File: config.mk
export PLATFORM = sky130hd
export DESIGN_NAME = data_mem_ctrl
export DESIGN_NICKNAME = d
export VERILOG_FILES = /design/src/rtl/data_mem_ctrl.sv
export SDC_FILE = /design/constraint.sdc
export NUM_CORES = 1
export LEC_CHECK = 0
export ABC_AREA = 0
export CORE_ASPECT_RATIO = 0.75
export CORE_UTILIZATION = 41
export DETAILED_ROUTE_END_ITERATION = 10
export PLACE_DENSITY = 0.78
export SYNTH_ARGS = -nofsm -noshare
export SYNTH_HDL_FRONTEND = slang
export SYNTH_SLANG_ARGS = --single-unit
export TNS_END_PERCENT = 50
File: constraint.sdc
create_clock -name clk_i -period 1.96 [get_ports clk_i]
set_clock_uncertainty 0.1 [all_clocks]
set_input_delay 0.294 -clock clk_i [delete_from_list [all_inputs] [get_ports clk_i]]
set_output_delay 0.294 -clock clk_i [all_outputs]
set_load 0.005 [all_outputs]
File: src/rtl/data_mem_ctrl.sv
// Load/store initiator between the MEM stage and a single-port word-addressed data memory.
// Latency accept->response: error 1, load 2, word store 2, sub-word store (read-modify-write) 3.
// Backpressure: req_ready_o only in IDLE; responses cannot be stalled by the consumer.
module data_mem_ctrl #(
    parameter int          ADDR_W    = 7,
    parameter logic [31:0] BASE_ADDR = 32'h0000_0000
) (
    input  logic              clk_i,
    input  logic              rst_i,
    input  logic              req_valid_i,
    output logic              req_ready_o,
    input  logic              req_write_i,
    input  logic [1:0]        req_size_i,
    input  logic              req_unsigned_i,
    input  logic [31:0]       req_addr_i,
    input  logic [31:0]       req_wdata_i,
    output logic              rsp_valid_o,
    output logic [31:0]       rsp_rdata_o,
    output logic              rsp_err_o,
    output logic [ADDR_W-1:0] mem_addr_o,
    output logic              mem_read_o,
    output logic              mem_write_o,
    output logic [31:0]       mem_wdata_o,
    input  logic [31:0]       mem_rdata_i
);

    typedef enum logic [2:0] {IDLE, LOAD, RMW_RD, STORE, RESP} state_t;

    typedef struct packed {
        logic [ADDR_W-1:0] waddr;
        logic [1:0]        lane;
        logic [1:0]        size;
        logic              uns;
        logic              err;
        logic [31:0]       wdata;
    } req_t;

    state_t      state;
    req_t        req_q;
    logic [31:0] result_q;
    logic [31:0] off;
    logic        dec_err;

    assign off = req_addr_i - BASE_ADDR;

    // Anything at or beyond the byte size of the memory is out of range.
    always_comb begin
        dec_err = (req_size_i == 2'b11)
                | ((req_size_i == 2'b01) & off[0])
                | ((req_size_i == 2'b10) & (|off[1:0]))
                | (|off[31:ADDR_W+2]);
    end

    function automatic logic [31:0] load_ext(input logic [31:0] w, input logic [1:0] lane,
                                             input logic [1:0] size, input logic uns);
        logic [31:0] sh;
        logic [31:0] r;
        sh = w >> {lane, 3'b000};
        case (size)
            2'b00:   r = uns ? {24'h0, sh[7:0]}  : {{24{sh[7]}}, sh[7:0]};
            2'b01:   r = uns ? {16'h0, sh[15:0]} : {{16{sh[15]}}, sh[15:0]};
            default: r = w;
        endcase
        return r;
    endfunction

    function automatic logic [31:0] merge(input logic [31:0] w, input logic [31:0] d,
                                          input logic [1:0] lane, input logic [1:0] size);
        logic [31:0] mask;
        mask = ((size == 2'b00) ? 32'h0000_00FF : 32'h0000_FFFF) << {lane, 3'b000};
        return (w & ~mask) | ((d << {lane, 3'b000}) & mask);
    endfunction

    always_ff @(posedge clk_i or negedge rst_i) begin
        if (!rst_i) begin
            state    <= IDLE;
            req_q    <= '0;
            result_q <= '0;
        end else begin
            case (state)
                IDLE: begin
                    if (req_valid_i) begin
                        req_q.waddr <= off[ADDR_W+1:2];
                        req_q.lane  <= off[1:0];
                        req_q.size  <= req_size_i;
                        req_q.uns   <= req_unsigned_i;
                        req_q.err   <= dec_err;
                        req_q.wdata <= req_wdata_i;
                        result_q    <= '0;
                        if (dec_err)                 state <= RESP;
                        else if (!req_write_i)       state <= LOAD;
                        else if (req_size_i == 2'b10) state <= STORE;
                        else                         state <= RMW_RD;
                    end
                end
                LOAD: begin
                    result_q <= load_ext(mem_rdata_i, req_q.lane, req_q.size, req_q.uns);
                    state    <= RESP;
                end
                RMW_RD: begin
                    req_q.wdata <= merge(mem_rdata_i, req_q.wdata, req_q.lane, req_q.size);
                    state       <= STORE;
                end
                STORE:   state <= RESP;
                RESP:    state <= IDLE;
                default: state <= IDLE;
            endcase
        end
    end

    // Memory strobes are pure state decodes so a reset drops them immediately.
    assign req_ready_o = (state == IDLE);
    assign mem_read_o  = (state == LOAD) || (state == RMW_RD);
    assign mem_write_o = (state == STORE);
    assign mem_addr_o  = (mem_read_o || mem_write_o) ? req_q.waddr : '0;
    assign mem_wdata_o = mem_write_o ? req_q.wdata : '0;
    assign rsp_valid_o = (state == RESP);
    assign rsp_err_o   = rsp_valid_o & req_q.err;
    assign rsp_rdata_o = rsp_valid_o ? result_q : '0;

endmodule

==> results of run 1 <==
[power by group]
group / internal (mW) / leakage (nW) / switching (mW)
combinational: 0.680 / 2.73 / 0.639
sequential: 1.78 / 1.02 / 0.132
clock: 1.24 / 0.162 / 0.671
total: 3.70 / 3.91 / 1.44
[worst max-delay path: cells and delay by family, from the launching register on]
family,cells,cell delay [ns]
flip-flops,1,0.41
AND/OR/NAND/NOR,2,0.30
buffers and inverters,6,0.74
[what timing repair did]
action | CTS | global route
resized for setup | 403 | 122
setup buffers | 28 | 13
hold buffers | 1 | 0
pin swaps | 22 | 63
endpoints found under the setup margin | 96 | 151
cloned | 7 | 5
hold endpoints to repair | 80 | 0
[placed cells by master, fill, tap and decap left out, drive strengths merged, types with 14 or more instances in the layout]
master,instances
nor2,17
and2,41
a221o,32
o22ai,17
clkdlybuf4s50,98
a2bb2oi,15
dfrtp,80
clkbuf,14
inv,18
buf,165
o21ai,22
mux2i,31
nand2,24
and3,33
[cells by family (layout without fill, tap and decap cells)]
logic type,Yosys count,after routing
flip-flops,80,80
AO/OA/AOI/OAI,143,144
multiplexers,45,45
buffers and inverters,64,306
AND/OR/NAND/NOR,145,145
[per-stage QoR]
step | hold WS, ns | instance area, um2
6_report | 0.327 | 8390
5_1_grt | 0.350 | 8390
3_3_place_gp | 0.248 | 6930
2_1_floorplan | -0.102 | 4740
4_1_cts | 0.374 | 7940
3_5_place_dp | 0.254 | 6930
[worst min path at each step]
stage	endpoint	slack, ns
floorplan	async pin	-0.10
global placement	async pin	0.25
detailed placement	async pin	0.25
CTS	result_q[5]	0.37
global route	req_q[7]	0.35
finish	req_q[7]	0.33
[area by class of cell]
| class | count | area share [%] |
|---|---|---|
| clock buffer | 10 | 2.73 |
| timing repair buffer | 272 | 34.2 |
| sequential | 80 | 23.9 |
| multi-input combinational | 334 | 35.0 |
| inverter | 18 | 0.835 |
| clock inverter | 6 | 1.28 |
| tap | 140 | 2.09 |
[per-layer routing]
layer | global-route usage, % | wire length [um]
met2 | 52.2 | 9110
met4 | 11.1 | 398
met5 | 0 | 0
met3 | 8.98 | 2010
met1 | 38.7 | 7930
==> results by stage, run 1 <==
Outcome:
- The run finished, with violations left.
- The final reports fail on negative setup slack.

Route:
- The initial DRC count is 485.
- The number of iterations in the first detailed-routing pass is 7.
- In the routed layout, each cell is associated on average with a via count of 6.10.
- The DRC violations left is 0.
- The via count is 5242.
- Once detail routing completed, the nets flagged for antenna violations numbered 0.
- The routed design has 19500 um of wire.
- The mean routed wirelength per cell is 22.6 um.

Global route:
- The global-route total usage across every layer is 31.2%.
- The initial antenna violation count is 0.
- The via count of the first global-routing pass came to 5114.
- The largest net degree at the start of global routing is 81.
- The wire length of the first global-routing pass is 28000 um.
- Global routing finished with a remaining overflow of 0.

Worst setup path:
- The standard cell with the maximum stage delay on the critical path is sky130_fd_sc_hd__dfrtp_2.
- The worst setup path is of the reg -> out kind.
- The capturing element type of the critical path is an output port.
- In this run the worst setup path begins at state[1].
- The critical path arrival is 1.77 ns.
- The most frequent cell on the critical path is sky130_fd_sc_hd__buf_6.
- Along the worst path, the maximum fanout reaches 4.
- The endpoint of the worst setup timing path is mem_wdata_o[8].
- The critical path goes through buf_4, nor3b_4, buf_6, buf_6, buf_12, buf_12, and2_4, buf_6.
- The setup check on the worst reg-to-reg path leaves a slack of -0.17 ns.
- The worst setup path is launched from a flip-flop.
- The largest stage delay on the critical path is 0.41 ns.
- The endpoint of the lowest-slack register-to-register path is result_q[14].
- The worst flop-to-flop path startpoint is state[2].
- STA puts the critical path data required time at 1.57 ns.
- For the worst flop-to-flop path, the logic depth is 9.

Clocking:
- The number of clock sinks seen by CTS is 80.
- The CTS clock-pin slew for the worst setup and hold paths is 0.06 ns.
- The maximum level of the CTS H-tree is 3.
- The TritonCTS clock tree is yes.
- The master cell of the clock root buffer is sky130_fd_sc_hd__clkbuf_16.
- The insertion delay of the later-clocked pin in the worst-skew pair is 0.35 ns.
- The largest buffer count on any clock path is 2.
- The number of clock buffers inserted by TritonCTS is 9.

Worst hold path:
- The worst hold path belongs to the class in -> reg.
- The worst hold path begins at mem_rdata_i[7].
- The worst hold path was traced through 3 stages.

Die:
- In this run the count of I/O pins placed on the die edge is 179.
- The floorplan die width is 126 um.
- The floorplan step defined a die boundary enclosing 12000 um2.
- The die span in y is 95.2 um.
- After floorplanning, the core was divided into 33 placement rows.
- The area of the core is 11100 um2.
- The effective utilization at floorplan is 42.7%.

Layout:
- The filler cell count is 741.
- The layout overhead on the synthesized area is 76.8%.
- The finished layout holds 860 standard cells, fillers aside.
- Cells fill 75.5% of the core in the end.
- After the last flow step, the layout net total stands at 818.
- 0 antenna diodes ended up in the layout.
- In the final layout, the multi-input gates occupy 2930 um2.
- The area taken by flip-flops and latches is 2010 um2.
- The post-route netlist has 42.9% of its cells at a drive strength greater than 1.

STA:
- The setup TNS after final layout is -7.31 ns.
- Based on the critical path, the design can be clocked at up to 461 MHz.
- The total count of max-transition violations in the final report came to 0.
- Setup repair after global routing could not meet its margin everywhere.
- In the finished design, the share of the clock period the worst path needs comes to 111%.
- The count of endpoints failing hold in the final timing report is 0.
- The routed design could run at a clock period as short as 2.17 ns.
- The actual slew at the worst max-slew pin is 0.539 ns.
- The tightest slew margin relative to the limit is 64.1%.
- The number of failing setup endpoints in the final timing report is 111.
- In the post-route analysis, the smallest setup slack over all paths is -0.208 ns.

Placed design:
- The half-perimeter wire length after placement is 12300 um.
- The pre-CTS setup slack is -0.563 ns.
- The cell count after placement is 799.
- The number of buffer cells added on primary ports is 178.
- The final estimated routing congestion in global placement is 0.898.

Synthesis:
- The number of unique standard cell types used by synthesis is 47.
- A synthesized cell averages 9.94 um2.
- Summing the areas of all xor and xnor instances in the mapped netlist gives 0% of the synthesized area.
- Ranked by instance count, the synthesized netlist is headed by sky130_fd_sc_hd__dfrtp_1 (80), sky130_fd_sc_hd__and2_1 (41), sky130_fd_sc_hd__and3_1 (33), sky130_fd_sc_hd__mux2i_1 (31), sky130_fd_sc_hd__clkbuf_1 (30).
- The share of async-settable or async-resettable flops after synthesis is 100%.
- The number of synthesized flops with an enable pin is 0.
- The area fraction in compound gates after synthesis is 24.3%.
- Synthesis handed over a netlist of 477 instances.
- The register bit total from synthesis is 80.
- The fraction of synthesized area in multiplexers is 10.1%.
- The number of warning messages in the yosys log is 0.
- The most common cell in the synthesized netlist is sky130_fd_sc_hd__dfrtp_1.
- Of the total synthesized cell area, the portion taken by AND, OR, NAND and NOR gates is 17.4%.
- The cell area after synthesis is 4740 um2.
- Sequential elements use 42.2% of the synthesized area.
- sky130_fd_sc_hd__dfrtp_1 takes more of the synthesized area than any other cell.
- By area the synthesized netlist is led by sky130_fd_sc_hd__dfrtp_1 (42%), sky130_fd_sc_hd__mux2i_1 (6.5%), sky130_fd_sc_hd__and2_1 (5.4%).
- The number of nets in the synthesized netlist is 580.
- After synthesis, the largest family of logic cells by area is compound AO/OA/AOI/OAI gates.
- Of the post-synthesis cell area, the dominant cell type holds 42.2%.
- The most used flip-flop cell after synthesis is sky130_fd_sc_hd__dfrtp_1.
- The post-synthesis adder-cell area fraction is 0%.

Power:
- The overall power after layout is 5.14 mW.
- The leakage power of the design is 3.91 nW.
- For this design the ratio of total power to cell area is 613 nW/um2.
- The maximum VDD drop is 0.761 mV.

Flow run:
- The number of max-cap violations is 0.
No activity file was read; power rests on OpenSTA's default activity.
==> run 2: changes to the inputs <==
--- a/config.mk
+++ b/config.mk
@@ -6,10 +6,12 @@
 export NUM_CORES = 1
 export LEC_CHECK = 0
 export ABC_AREA = 0
+export ABC_CLOCK_PERIOD_IN_PS = 1960
 export CORE_ASPECT_RATIO = 0.75
 export CORE_UTILIZATION = 41
 export DETAILED_ROUTE_END_ITERATION = 10
 export PLACE_DENSITY = 0.78
+export SKIP_CTS_REPAIR_TIMING = 1
 export SYNTH_ARGS = -nofsm -noshare
 export SYNTH_HDL_FRONTEND = slang
 export SYNTH_SLANG_ARGS = --single-unit
==> results by stage, run 2 (synthesis gave the netlist of run 1 again) <==
Outcome:
- The flow ran to the end, but the final reports show violations.
- The checks that failed: negative setup slack.

Layout:
- In the layout the commonest cells are sky130_fd_sc_hd__clkdlybuf4s50_1 (125), sky130_fd_sc_hd__dfrtp_1 (76), sky130_fd_sc_hd__buf_4 (43), sky130_fd_sc_hd__and3_1 (33).
- At the end of the flow, the number of nets in the layout was 785.
- The area taken by flip-flops and latches is 2010 um2.
- In the final layout, the multi-input gates occupy 2550 um2.
- The ratio of cells with drive above 1 in the final layout is 24.9%.
- The filler cell count is 884.
- The final standard cell count with taps included and fillers excluded is 827.
- The number of antenna cells inserted is 0.
- Leaving out fill and tap cells, the most frequent cell in the layout is sky130_fd_sc_hd__clkdlybuf4s50_1.
- From synthesis to final layout, the design area changed by 56.7%.

STA:
- The count of endpoints failing hold in the final timing report is 0.
- The worst path setup slack after routing is -0.290 ns.
- The post-route minimum period is 2.25 ns.
- The total count of max-transition violations in the final report is 0.
- Dividing the final minimum period by the clock period gives 115%.
- The actual slew at the worst max-slew pin is 0.883 ns.
- The maximum clock rate is 444 MHz.
- The number of failing setup endpoints in the final timing report is 76.
- The setup TNS after final layout is -9.61 ns.
- The tightest slew margin relative to the limit is 41.1%.
- The post-route worst hold slack is 0.324 ns.
- Setup repair after global routing could not meet its margin everywhere.

Placed design:
- The cell count after placement is 799.
- In this run the tool buffered the top-level ports with 178 buffer cells.
- The final estimated routing congestion in global placement is 0.898.
- Detailed placement ended at an HPWL of 12300 um.

Worst setup path:
- The worst setup path is captured at an output port.
- The type of origin of the critical path is a flip-flop.
- The critical path arrival is 1.86 ns.
- Along the worst path, the maximum fanout reaches 7.
- The worst setup path is of the reg -> out kind.
- For the worst setup path, the data required time is 1.57 ns.

Die:
- The die span in y is 95.2 um.
- The standard-cell row count is 33.
- The die covers 12000 um2.
- The floorplan die width is 126 um.
- The effective utilization at floorplan is 42.7%.
- The area of the core is 11100 um2.
- 179 I/O pins were placed.

Clocking:
- After clock tree synthesis, the clock-pin slew on the worst setup and hold paths is 0.06 ns.
- The TritonCTS clock tree is yes.
- CTS placed an instance of sky130_fd_sc_hd__clkbuf_16 at the clock tree root.
- At the later pin of the worst-skew pair, clock insertion delay measures 0.34 ns.
- The clock tree synthesis step divided the H-tree into 3 levels.
- The number of clock sinks seen by CTS is 80.
- In this run the deepest clock path goes through 2 buffers.
- Buffers inserted during clock tree synthesis total 9.

Route:
- The initial DRC count is 412.
- Using the TritonRoute via totals, the vias-per-cell ratio works out to 6.01.
- The via count is 4974.
- The routed design has 16900 um of wire.
- The number of antenna-violating nets in the routed design is 0.
- The number of iterations in the first detailed-routing pass is 5.
- In the final routed layout, each cell accounts on average for 20.4 um.
- The DRC violations left is 0.

Worst hold path:
- The min-delay analysis places its worst path in the category in -> reg.

Global route:
- The total overflow left after global routing is 0.
- The initial antenna violation count is 0.
- The first global-routing pass estimated 24800 um of wire.
- Entering global routing, the biggest net connects 81 pins.
- The via count of the first global-routing pass is 4689.
- The global-route total usage across every layer is 27.2%.

Power:
- The maximum VDD drop is 0.748 mV.
- The leakage power of the design is 3.65 nW.
- The power density over cell area is 668 nW/um2.

Flow run:
- The tool flagged a number of max-cap violations equal to 0.
## run 2: worst max-delay path, stage by stage (launching register included)
cell	delay, ns
sky130_fd_sc_hd__dfrtp_2	0.46
sky130_fd_sc_hd__or3b_4	0.44
sky130_fd_sc_hd__nand2_1	0.11
sky130_fd_sc_hd__clkdlybuf4s50_1	0.50
## run 2: metal layers
layer / up-vias / global-route usage (%) / share of wire (%)
li1: 2219 / - / -
met1: 2432 / 34.0 / 41
met2: 289 / 45.5 / 47
met3: 34 / 7.91 / 10
met4: 0 / 8.94 / 2.0
met5: - / 0 / 0
## run 2: path summary, 6_finish.rpt
check / slack, ns / start / end / cells after the start
setup reg to reg: -0.12 / req_q[37] / result_q[19] / 5
max in group asynchronous: 0.96 / rst_i / req_q[34] / 3
hold reg to reg: 0.36 / result_q[5] / result_q[5] / 2
setup / recovery: -0.29 / state[1] / mem_read_o / 3
min in group asynchronous: 0.43 / rst_i / async pin / 3
hold / removal: 0.32 / mem_rdata_i[7] / req_q[7] / 3
## run 2: layout make-up
cell class,count,share of cell area (%)
Multi-Input combinational cell,333,34.3
Timing Repair Buffer,240,30.9
Sequential cell,80,27.0
Clock buffer,10,3.08
Tap cell,140,2.36
Clock inverter,6,1.45
Inverter,18,0.909
## run 2: where the power goes
group          internal [mW]  switching (mW)
Sequential              1.78           0.116
Clock                   1.24           0.651
Combinational          0.598           0.578
## run 2: stage by stage
| stage | setup WS [ns] | instance area, um2 | power (mW) | util (%) |
|---|---|---|---|---|
| floorplan | 0.0788 | 4740 | 2.50 | - |
| global placement | -0.498 | 6930 | 3.01 | 62.4 |
| detailed placement | -0.563 | 6930 | 3.05 | 62.4 |
| CTS | -0.440 | 7270 | 4.94 | 65.5 |
| global route | -0.336 | 7430 | 5.15 | 66.9 |
| finish | -0.290 | 7430 | 4.96 | 66.9 |
==> run 3: changes to the inputs <==
--- a/config.mk
+++ b/config.mk
@@ -7,6 +7,7 @@
 export LEC_CHECK = 0
 export ABC_AREA = 0
 export ABC_CLOCK_PERIOD_IN_PS = 1960
+export CAP_MARGIN = 10
 export CORE_ASPECT_RATIO = 0.75
 export CORE_UTILIZATION = 41
 export DETAILED_ROUTE_END_ITERATION = 10
==> results of run 3 <==
Same layout as run 2: the final DEF is identical, and so are final timing and power.
